`src/rtl/fb_pkg.sv`:
```
// Shared screen geometry, colour constants and FSM state types for the plot sink.
// Optional build macro consumed by fb_plot_sink: FB_COLOUR_KEY_EN.
package fb_pkg;
  localparam int SCR_W   = 160;
  localparam int SCR_H   = 120;
  localparam int ADDR_W  = 15;
  localparam int FB_SIZE = SCR_W * SCR_H;

  localparam logic [2:0] BLACK      = 3'b000;
  localparam logic [2:0] WHITE      = 3'b111;
  localparam logic [2:0] RED        = 3'b100;
  localparam logic [2:0] KEY_COLOUR = 3'b010;

  localparam logic [ADDR_W-1:0] LAST_ADDR = ADDR_W'(FB_SIZE - 1);

  typedef enum logic {C_IDLE, C_FILL} clear_state_t;
  typedef enum logic [1:0] {P_IDLE, P_WAIT, P_READ} probe_state_t;
endpackage

```
`src/rtl/fb_addr_calc.sv`:
```
// Combinational (x, y) -> linear frame-buffer address plus on-screen flag.
module fb_addr_calc
  import fb_pkg::*;
(
  input  logic [7:0]        x,
  input  logic [6:0]        y,
  output logic [ADDR_W-1:0] addr,
  output logic              in_range
);
  logic [ADDR_W-1:0] y_ext;
  logic [ADDR_W-1:0] x_ext;

  assign y_ext = ADDR_W'(y);
  assign x_ext = ADDR_W'(x);

  // y*160 as y*128 + y*32
  assign addr     = (y_ext << 7) + (y_ext << 5) + x_ext;
  assign in_range = (32'(x) < SCR_W) && (32'(y) < SCR_H);
endmodule

```
`src/rtl/fb_plot_sink.sv`:
```
// Plot stream to frame-buffer writer with full-screen clear and a colour-probe read port.
// Build macro FB_COLOUR_KEY_EN: discard in-range plots whose colour equals KEY_COLOUR.
module fb_plot_sink
  import fb_pkg::*;
(
  input  logic              clk,
  input  logic              reset,
  input  logic              plot,
  input  logic [7:0]        x,
  input  logic [6:0]        y,
  input  logic [2:0]        colour,
  input  logic              clear_req,
  input  logic [2:0]        clear_colour,
  output logic              clear_busy,
  input  logic              probe_req,
  input  logic [7:0]        probe_x,
  input  logic [6:0]        probe_y,
  output logic              probe_busy,
  output logic              probe_valid,
  output logic [2:0]        probe_colour,
  output logic [ADDR_W-1:0] mem_addr,
  output logic [2:0]        mem_wdata,
  output logic              mem_we,
  input  logic [2:0]        mem_rdata,
  output logic [7:0]        drop_cnt
);
  logic [ADDR_W-1:0] plot_addr;
  logic              plot_ok;
  logic [ADDR_W-1:0] probe_addr;
  logic              probe_ok;
  logic              key_hit;

  clear_state_t      clr_state;
  logic [ADDR_W-1:0] clr_addr;
  logic [2:0]        clr_colour;
  logic              filling;

  logic              wr_vld_p0;
  logic [ADDR_W-1:0] wr_addr_p0;
  logic [2:0]        wr_data_p0;

  probe_state_t      prb_state;
  logic [ADDR_W-1:0] prb_addr;
  logic              prb_oor;
  logic              read_issue;

  fb_addr_calc u_plot_calc (.x(x), .y(y), .addr(plot_addr), .in_range(plot_ok));
  fb_addr_calc u_probe_calc (.x(probe_x), .y(probe_y), .addr(probe_addr), .in_range(probe_ok));

`ifdef FB_COLOUR_KEY_EN
  assign key_hit = (colour == KEY_COLOUR);
`else
  assign key_hit = 1'b0;
`endif

  assign filling    = (clr_state == C_FILL);
  assign read_issue = (prb_state == P_WAIT) && !prb_oor && !filling && !wr_vld_p0;

  // Port arbitration: clear write, then plot write, then probe read
  always_comb begin
    mem_we    = 1'b0;
    mem_addr  = '0;
    mem_wdata = '0;
    if (filling) begin
      mem_we    = 1'b1;
      mem_addr  = clr_addr;
      mem_wdata = clr_colour;
    end else if (wr_vld_p0) begin
      mem_we    = 1'b1;
      mem_addr  = wr_addr_p0;
      mem_wdata = wr_data_p0;
    end else if (read_issue) begin
      mem_addr  = prb_addr;
    end
  end

  always_ff @(posedge clk or posedge reset) begin
    if (reset) begin
      clr_state  <= C_IDLE;
      clr_addr   <= '0;
      clr_colour <= '0;
      clear_busy <= 1'b0;
    end else begin
      case (clr_state)
        C_IDLE: if (clear_req) begin
          clr_state  <= C_FILL;
          clr_addr   <= '0;
          clr_colour <= clear_colour;
          clear_busy <= 1'b1;
        end
        C_FILL: if (clr_addr == LAST_ADDR) begin
          clr_state  <= C_IDLE;
          clear_busy <= 1'b0;
        end else begin
          clr_addr <= clr_addr + 1'b1;
        end
        default: clr_state <= C_IDLE;
      endcase
    end
  end

  // Stage p0: registered plot write; plots during a fill vanish uncounted
  always_ff @(posedge clk or posedge reset) begin
    if (reset) begin
      wr_vld_p0 <= 1'b0;
      drop_cnt  <= '0;
    end else begin
      wr_vld_p0 <= plot && plot_ok && !filling && !key_hit;
      if (plot && !plot_ok && !filling && (drop_cnt != 8'hFF))
        drop_cnt <= drop_cnt + 8'd1;
    end
  end

  always_ff @(posedge clk) begin
    if (plot) begin
      wr_addr_p0 <= plot_addr;
      wr_data_p0 <= colour;
    end
  end

  always_ff @(posedge clk or posedge reset) begin
    if (reset) begin
      prb_state   <= P_IDLE;
      prb_addr    <= '0;
      prb_oor     <= 1'b0;
      probe_busy  <= 1'b0;
      probe_valid <= 1'b0;
    end else begin
      probe_valid <= 1'b0;
      case (prb_state)
        P_IDLE: if (probe_req) begin
          prb_state  <= P_WAIT;
          prb_addr   <= probe_addr;
          prb_oor    <= !probe_ok;
          probe_busy <= 1'b1;
        end
        P_WAIT: if (prb_oor || read_issue) begin
          prb_state   <= P_READ;
          probe_valid <= 1'b1;
        end
        P_READ: begin
          prb_state  <= P_IDLE;
          probe_busy <= 1'b0;
        end
        default: prb_state <= P_IDLE;
      endcase
    end
  end

  // Read data lands in the P_READ cycle, which is exactly when probe_valid is high
  assign probe_colour = (probe_valid && !prb_oor) ? mem_rdata : 3'b000;
endmodule

```
`config.mk`:
```
export PLATFORM = sky130hd
export DESIGN_NAME = fb_plot_sink
export DESIGN_NICKNAME = d
export VERILOG_FILES = /design/src/rtl/fb_pkg.sv /design/src/rtl/fb_addr_calc.sv /design/src/rtl/fb_plot_sink.sv
export SDC_FILE = /design/constraint.sdc
export NUM_CORES = 1
export LEC_CHECK = 0
export BUFFER_PORTS_ARGS = -buffer_cell sky130_fd_sc_hd__buf_2
export CAP_MARGIN = 20
export CORE_ASPECT_RATIO = 2
export CORE_MARGIN = 8
export CORE_UTILIZATION = 47
export DETAILED_ROUTE_END_ITERATION = 10
export HOLD_SLACK_MARGIN = 0.1
export PLACE_DENSITY = 0.78
export SYNTH_ARGS = -nofsm -noshare
export SYNTH_HDL_FRONTEND = slang
export SYNTH_SLANG_ARGS = --single-unit
```
`constraint.sdc`:
```
create_clock -name clk -period 2 [get_ports clk]
set_input_delay 0.2 -clock clk [delete_from_list [all_inputs] [get_ports clk]]
set_output_delay 0.2 -clock clk [all_outputs]
set_load 0.02 [all_outputs]
```
==> results.md, run 1 <==
- The run finished, with violations left.
- The checks that failed: setup timing.
- Counting tap cells, the placed design contains a total of around 580 instances.
- The synthesis-stage register bit count is 67.
- The flip-flop and latch area is about 1800 um^2.
- The iteration count of the initial detailed-routing pass is 5.
- For this block, the initial DRC count from the detailed router was ~340.
- After the flow finishes, the layout carries non-filler instances totaling about 610.
- The critical path goes through or3b_4 -> nor3_4 -> buf_6 -> a221o_1 -> buf_6.
- The cell chosen for the clock root is sky130_fd_sc_hd__clkbuf_16.
- For this run, asynchronously set or reset flops after synthesis account for approximately three quarters.
- VDD sags by at most ~480 uV.
- Once routing completed, OpenROAD measured the worst setup slack at -57.5 ps.
- The wire length after detailed routing is ~11 mm.
- The number of nets in the synthesized netlist is approximately 470.
- Synthesis produced slightly below 400 cells.
- In the final layout, the multi-input gates occupy a little over 2000 um^2.
- The largest fanout of any net on the critical path is 8.
- In this run the deepest clock path goes through 2 buffers.
- Based on the critical path, the design can be clocked at up to 486 MHz.
- The startpoint-to-endpoint class of the critical path is register to output pin.
- Clock-pin slew was measured on the worst setup and hold paths at approximately 50 ps.
- The post-detailed-route via-to-cell ratio is 5.73.
- Tracing the worst setup path back leads to its startpoint at prb_oor$_DFFE_PP0P_.
- The total area inside the core boundary comes to between 8000 and 9000 um^2.
- Port buffering added 76 buffers.
- In this run the power density over the cells is 871 nW/um^2.
- Setup repair after global routing could not meet its margin everywhere.
- The leakage dissipation is between 2 and 2.5 nW.
- The cell with the biggest individual delay on the critical path is sky130_fd_sc_hd__or3b_4.
- The share of the clock period used by the worst path is 103%.
- The number of maximum-capacitance violations is 0.
- The worst setup path is launched from a register.
- Once detail routing completed, the nets flagged for antenna violations numbered 0.
- TritonCTS created 9 clock buffers.
- For the final database, setup skew stands at approximately 6.6 ps.
- The area growth from synthesis to layout is 31.8%.
- The number of antenna violations at the first check in global routing is 0.
- Setup violations remaining at the end of the flow were counted as 15.
- The area fraction of the dominant cell type after synthesis is slightly above 30%.
- For this configuration, the core starts out at a cell density of 48.3%.
- The total count of hold-check failures in the final report came to 0.
- The net count of the finished layout is a little under 600.
- The clock insertion delay at the later pin of the skew report is 340 ps.
- The via count of the first global-routing pass is 3652.
- The number of diodes is 0.
- The count of synthesis-stage warnings from yosys is 0.
- The beginning of the worst hold path is probe_req.
- The average cell area after synthesis is just over 10 um^2.
- The H-tree depth is 3.
- 77 I/O pins were placed.
- For this run the aggregate overflow at the end of global routing stands at 0.
- The delay of the slowest critical-path stage is ~430 ps.
- Dividing the detail-routed wire length by the instance count gives between 15 and 20 um.
- The number of standard-cell rows in the floorplan is 47.
- The total half-perimeter wirelength after legalization and detailed placement is between 8 and 9 mm.
- Counting stages on the worst path, the most repeated cell is sky130_fd_sc_hd__buf_6.
- The width of the die is roughly 81 um.
- The TritonCTS clock tree is yes.
- Measured against its own limit, the worst slew margin works out to a little under three fifths.
- Entering global routing, the biggest net connects 34 pins.
- The transition time at the pin with the least slew margin is ~640 ps.
- For this design, the sink count on the clock tree is 67.
- The first global-routing pass estimated ~17 mm of wire.
- The number of distinct standard cells referenced by the synthesized netlist is 58.
- The arrival time of the worst setup path is between 1500 and 2000 ps.
- Summed over all instances, the cell type with the most area after synthesis is sky130_fd_sc_hd__dfrtp_1.
- The sequential-to-total area share from yosys stat is approximately 44%.
- Measured along the y axis, the die boundary spans ~150 um.
- The worst slack after detailed placement is -260 ps.
- The most used flip-flop cell after synthesis is sky130_fd_sc_hd__dfrtp_1.
- The number of synthesized flops with an enable pin is 18.
- The die outline area is about 12000 um^2.
- The total number of vias is roughly 3500.
- The max-slew violation count is 0.
- On the final layout, the worst hold slack is roughly 170 ps.
- The startpoint identified for the worst register-to-register timing path is clr_addr[0]$_DFFE_PP0P_.
- The synthesized netlist occupies a cell area of roughly 4000 um^2.
- Global routing used approximately 18% of the available tracks across all layers.
- For flop-to-flop paths, the worst setup slack is between 300 and 400 ps.
- The post-layout minimum cycle time is 2060 ps.
- The layout has roughly 660 filler cells.
- Yosys attributes the largest share of cell area to sky130_fd_sc_hd__dfrtp_1 (31%), sky130_fd_sc_hd__edfxtp_1 (14%), sky130_fd_sc_hd__ha_1 (8.8%).
- In the final layout, the share of cells above drive strength 1 is 27.5%.
- At the end of the flow the core is filled with cells to 63.7%.
- After detailed routing, the number of remaining DRC violations is 0.
- The worst hold path belongs to the class primary input to register.
- The overall power after layout is approximately 0.0046 W.
- For the worst setup path, the data required time is ~1800 ps.
- The final estimated routing congestion in global placement is between 0.8 and 0.9.
- STA classifies the critical path endpoint as an output pin.
[state kept, by name (all words and copies together) (netlist names), 2 cells and up]
register / flops
clr_addr: 15
clr_colour: 3
drop_cnt: 8
prb_addr: 15
prb_state: 2
wr_addr_p0: 15
wr_data_p0: 3
[stage by stage]
step	area, um^2	setup TNS (ps)
after floorplan	3990	0
after global placement	4620	-1120
after detailed placement	4620	-1830
after CTS	5140	-59.4
after global routing	5240	-1090
final	5240	-359
[cells in the final DEF, fill, tap and decap left out, types with 13 or more instances in the layout]
cell type	instances
sky130_fd_sc_hd__dlygate4sd3_1	17
sky130_fd_sc_hd__o21ai_0	19
sky130_fd_sc_hd__a222oi_1	14
sky130_fd_sc_hd__a21oi_1	14
sky130_fd_sc_hd__dfrtp_1	47
sky130_fd_sc_hd__ha_1	28
sky130_fd_sc_hd__nor2_1	13
sky130_fd_sc_hd__buf_6	16
sky130_fd_sc_hd__buf_4	27
sky130_fd_sc_hd__inv_1	30
sky130_fd_sc_hd__nand2_1	59
sky130_fd_sc_hd__edfxtp_1	18
sky130_fd_sc_hd__nand3_1	13
sky130_fd_sc_hd__buf_2	61
[synth_stat cells, types with 2 or more instances]
| master | number |
|---|---|
| sky130_fd_sc_hd__nand2_1 | 59 |
| sky130_fd_sc_hd__dfrtp_1 | 49 |
| sky130_fd_sc_hd__inv_1 | 31 |
| sky130_fd_sc_hd__ha_1 | 28 |
| sky130_fd_sc_hd__o21ai_0 | 19 |
| sky130_fd_sc_hd__edfxtp_1 | 18 |
| sky130_fd_sc_hd__a21oi_1 | 15 |
| sky130_fd_sc_hd__a222oi_1 | 14 |
| sky130_fd_sc_hd__nand3_1 | 13 |
| sky130_fd_sc_hd__nor2_1 | 13 |
| sky130_fd_sc_hd__mux2i_1 | 11 |
| sky130_fd_sc_hd__xnor2_1 | 11 |
| sky130_fd_sc_hd__nor3_1 | 7 |
| sky130_fd_sc_hd__a211oi_1 | 6 |
| sky130_fd_sc_hd__and3_1 | 6 |
| sky130_fd_sc_hd__and4_1 | 6 |
| sky130_fd_sc_hd__nand4_1 | 6 |
| sky130_fd_sc_hd__nor3b_1 | 6 |
| sky130_fd_sc_hd__and2_1 | 5 |
| sky130_fd_sc_hd__nand2b_1 | 5 |
| sky130_fd_sc_hd__buf_2 | 4 |
| sky130_fd_sc_hd__clkbuf_1 | 4 |
| sky130_fd_sc_hd__fa_1 | 4 |
| sky130_fd_sc_hd__nor2b_1 | 4 |
| sky130_fd_sc_hd__o211ai_1 | 4 |
| sky130_fd_sc_hd__a21o_1 | 3 |
| sky130_fd_sc_hd__buf_6 | 3 |
| sky130_fd_sc_hd__a22o_1 | 2 |
| sky130_fd_sc_hd__a31oi_1 | 2 |
| sky130_fd_sc_hd__o21bai_1 | 2 |
| sky130_fd_sc_hd__o31ai_1 | 2 |
| sky130_fd_sc_hd__xor2_1 | 2 |
[power by group]
group | switching, W | leakage, nW | internal [W]
Combinational | 0.000624 | 1.58 | 0.000513
Clock | 0.000576 | 0.139 | 0.000996
Sequential | 0.000170 | 0.778 | 0.00169
Total | 0.00137 | 2.50 | 0.00320
[cell type report]
type                            count  share of cell area (%)
Tap cell                           98                    2.34
Inverter                           31                    2.22
Clock inverter                      4                   0.955
Multi-Input combinational cell    279                    38.9
Sequential cell                    67                    33.8
Timing Repair Buffer              123                    17.1
Clock buffer                       12                    4.70
[worst paths after layout]
path,end,cells past startpoint
min in group asynchronous,prb_state[0]$_DFFE_PP0P_,3
max reg2reg,clr_addr[12]$_DFFE_PP0P_,5
min,probe_busy$_DFFE_PP0P_,3
max,mem_addr[4],5
min reg2reg,prb_addr[7]$_DFFE_PP0P_,2
max in group asynchronous,clr_state$_DFF_PP0_,4
[routing by layer]
layer	GRT usage [%]	up-vias	wire (um)
li1	-	1666	-
met4	9.01	0	309
met1	17.3	1701	3680
met5	0	-	0
met2	34.9	130	6270
met3	4.00	23	521
[critical path, delay by kind of cell, from the launching register on]
kind / cells / cell delay, ps
DFF: 1 / 410
AOI/OAI and AO/OA: 1 / 190
and+or+nand+nor: 2 / 620
buffers and inverters: 2 / 300
[cells by family after synthesis]
group / after synthesis / share of synthesized area (%)
buf+inv: 44 / 4.97
flops: 67 / 44.4
mux: 13 / 3.34
xor+xnor: 13 / 2.86
compound gates: 76 / 13.5
fa+ha+maj: 32 / 10.8
simple gates: 145 / 20.0
[what timing repair did]
| item | in CTS | in global routing |
|---|---|---|
| pin swaps | 1 | 0 |
| buffers inserted | 0 | 5 |
| resized for setup | 20 | 17 |
| hold endpoints to repair | 32 | 0 |
| gates cloned | 0 | 1 |
| endpoints found under the setup margin | 15 | 18 |
| hold buffers | 17 | 0 |
No activity file was read; power rests on OpenSTA's default activity.
==> inputs of run 2 (changes only) <==
- CORE_UTILIZATION: 47 -> 34
- PLACE_DENSITY: 0.78 -> unset
- PLACE_DENSITY_LB_ADDON: unset -> 0.12
- TNS_END_PERCENT: unset -> 10
==> results.md, run 2 (synthesis gave the netlist of run 1 again) <==
- The number of cells in the design after placement is around 630.
- Dividing the detail-routed wire length by the instance count gives 15.9 um.
- In the layout the commonest cells are sky130_fd_sc_hd__buf_2 (61), sky130_fd_sc_hd__nand2_1 (59), sky130_fd_sc_hd__dfrtp_1 (48).
- The internal power summed over all cells is between 0.003 and 0.004 W.
- The share of the clock period used by the worst path is 100%.
- The worst relative slew slack is a little under three fifths.
- 0 antenna diodes ended up in the layout.
- The min-delay analysis places its worst path in the category primary input to register.
- IR analysis of the VDD net gives a maximum drop of ~500 uV.
- The post-layout minimum cycle time is roughly 2000 ps.
- Using the TritonRoute via totals, the vias-per-cell ratio works out to between 4 and 5.
- The longest clock path from root to sink contains 2 buffers.
- The clock arrives with ~6.1 ps of skew.
- In this run, flip-flops and latches consume between 40% and 50% of the power.
- The post-CTS clock slew at the launch and capture registers of the worst setup and hold paths is approximately 50 ps.
- Setup repair after global routing could not meet its margin everywhere.
- The areal power density over the cells is approximately 850 nW/um^2.
- The clock insertion delay at the later pin of the skew report is between 300 and 400 ps.
- Setup violations remaining at the end of the flow were counted as 1.
- TritonCTS built the clock tree.
- The share of final-layout standard cells stronger than drive strength 1 is approximately 27%.
- For this design the total switching power over the nets is ~0.0013 W.
- The number of antenna violations at the first check in global routing is 0.
- The max-slew violation count is 0.
- The worst setup path is launched from a register.
- In the final layout, the registers with the most flip-flops are clr_addr (15), prb_addr (15), wr_addr_p0 (15).
- In this run the count of I/O pins placed on the die edge is 77.
- The global-route usage over all layers is between 10 and 15%.
- The data required time at the worst endpoint is approximately 1800 ps.
- The total count of hold-check failures in the final report is 0.
- The switching portion of total power is slightly below 30%.
- The first routing iteration left between 100 and 150 violations.
- The die extent in y is ~170 um.
- The most common library cell in the layout ignoring fill and taps is sky130_fd_sc_hd__buf_2.
- Global routing finished with a remaining overflow of 0.
- Of the total power, the clock network draws 34.3%.
- The capture point of the worst reg-to-reg path is prb_addr[13]$_DFFE_PP0P_.
- The finished layout holds roughly 660 standard cells, fillers aside.
- The maximum number of pins on one net before global-route repair is 50.
- Combinational logic is responsible for a little under a quarter of the overall power.
- The number of routed nets with antenna violations is 0.
- The die outline area is about 16000 um^2.
- The global-route wire length before repair is 17.6 mm.
- Along the worst hold path, the cell count comes to 3.
- The final worst slack is -8.24 ps.
- The number of standard-cell rows in the floorplan is 56.
- Max-cap violations in this run came to 0.
- CTS built an H-tree with a depth of 3.
- The initial core utilization is roughly a third.
- The core region area is ~12000 um^2.
- From left edge to right edge, the die measures about 90 um.
- In the routed design, unresolved DRC markers number 0.
- The startpoint of the lowest-slack register-to-register path is prb_state[1]$_DFFE_PP0P_.
- The endpoint with the worst hold slack is probe_busy$_DFFE_PP0P_.
- The setup slack of the most critical reg-to-reg path is 320 ps.
- In this run the tool buffered the top-level ports with 76 buffer cells.
- At the end of routability-driven placement, the weighted congestion stood at just over 0.8.
- The first detailed-routing pass took 4 iterations.
- For this block, the routed nets add up to between 10 and 15 mm of wire.
- The area growth from synthesis to layout is 32.5%.
- The worst setup path is of the register to output pin kind.
- The fmax is between 400 and 500 MHz.
- The beginning of the worst hold path is probe_req.
- The number of cell instances on the worst register-to-register path is 4.
- The number of nets in the layout is between 500 and 600.
- The checks that failed: setup timing.
- The total number of vias is roughly 3300.
- The leakage dissipation is between 2 and 2.5 nW.
- Summed over all nets, the half-perimeter wirelength after detailed placement is around 8 mm.
- Across all hold checks on the routed design, the worst slack comes to 166 ps.
- The share of the core filled with cells is 45.6%.
- In this run the worst path has a maximum fanout of 15.
- The via count of the first global-routing pass was roughly 3400.
- STA classifies the critical path endpoint as an output pin.
- The clock net in this run drives a total of 67 sinks.
- At the pin with the least slew margin, the transition time is ~660 ps.
- The clock buffer count from CTS is 9.
- The arrival time of the worst setup path is 1810 ps.
- The tree is rooted in a sky130_fd_sc_hd__clkbuf_16.
- The flow ran to the end, but the final reports show violations.
- Adding up every negative setup slack in the final design gives -8.24 ps.
-- run 2: worst max-delay path, stage by stage (launching register included) --
cell,delay [ps]
sky130_fd_sc_hd__dfrtp_1,410
sky130_fd_sc_hd__or3b_4,420
sky130_fd_sc_hd__nor3_4,160
sky130_fd_sc_hd__buf_12,170
sky130_fd_sc_hd__a222oi_1,70
sky130_fd_sc_hd__inv_1,120
sky130_fd_sc_hd__buf_6,130
-- run 2: area by class of cell --
type / instances / area, um^2
fillers: 1139 / 6290
multi-input cells: 279 / 2030
clock buffers: 15 / 289
repair buffers: 123 / 882
inverters: 31 / 116
clock inverters: 1 / 5.00
well taps: 145 / 181
flip-flops and latches: 67 / 1770
-- run 2: through the flow --
| stage | power [W] | setup slack, ps | area (um^2) |
|---|---|---|---|
| floorplan | 0.00253 | -38.5 | 3990 |
| global placement | 0.00291 | -216 | 4700 |
| detailed placement | 0.00292 | -261 | 4700 |
| CTS | 0.00452 | -35.5 | 5250 |
| global route | 0.00474 | -126 | 5270 |
| finish | 0.00446 | -8.24 | 5270 |
-- run 2: routing by layer --
| metal | part of all wire (%) | track usage (%) |
|---|---|---|
| met5 | 0 | 0 |
| met4 | 1.7 | 5.16 |
| met3 | 4.6 | 3.73 |
| met2 | 49 | 22.5 |
| met1 | 45 | 18.0 |
-- run 2: power by group through the flow --
stage | sequential, W | combinational (W) | clock [W]
global route | 0.00192 | 0.00120 | 0.00163
global placement | 0.00192 | 0.000986 | 0
floorplan | 0.00185 | 0.000685 | 0
CTS | 0.00190 | 0.00105 | 0.00157
finish | 0.00189 | 0.00105 | 0.00153
detailed placement | 0.00193 | 0.000997 | 0
-- run 2: worst max-delay path by stage --
stage                        startpoint                        to  slack (ps)  cells after the start
finish              prb_oor$_DFFE_PP0P_               mem_addr[9]          -8                      6
global route        prb_oor$_DFFE_PP0P_              mem_addr[10]        -130                      6
CTS                 prb_oor$_DFFE_PP0P_               mem_addr[8]         -40                      6
detailed placement                 y[0]  wr_addr_p0[11]$_DFFE_PP_        -260                      9
global placement                   y[0]  wr_addr_p0[11]$_DFFE_PP_        -220                      9
floorplan                          y[0]  wr_addr_p0[12]$_DFFE_PP_         -40                      8
-- run 2: what timing repair did --
action,in CTS,in global routing
hold endpoints to repair,65,0
gates resized for setup,28,4
setup endpoints to repair,15,16
pin swaps,0,2
setup buffers,0,1
hold buffers,17,0
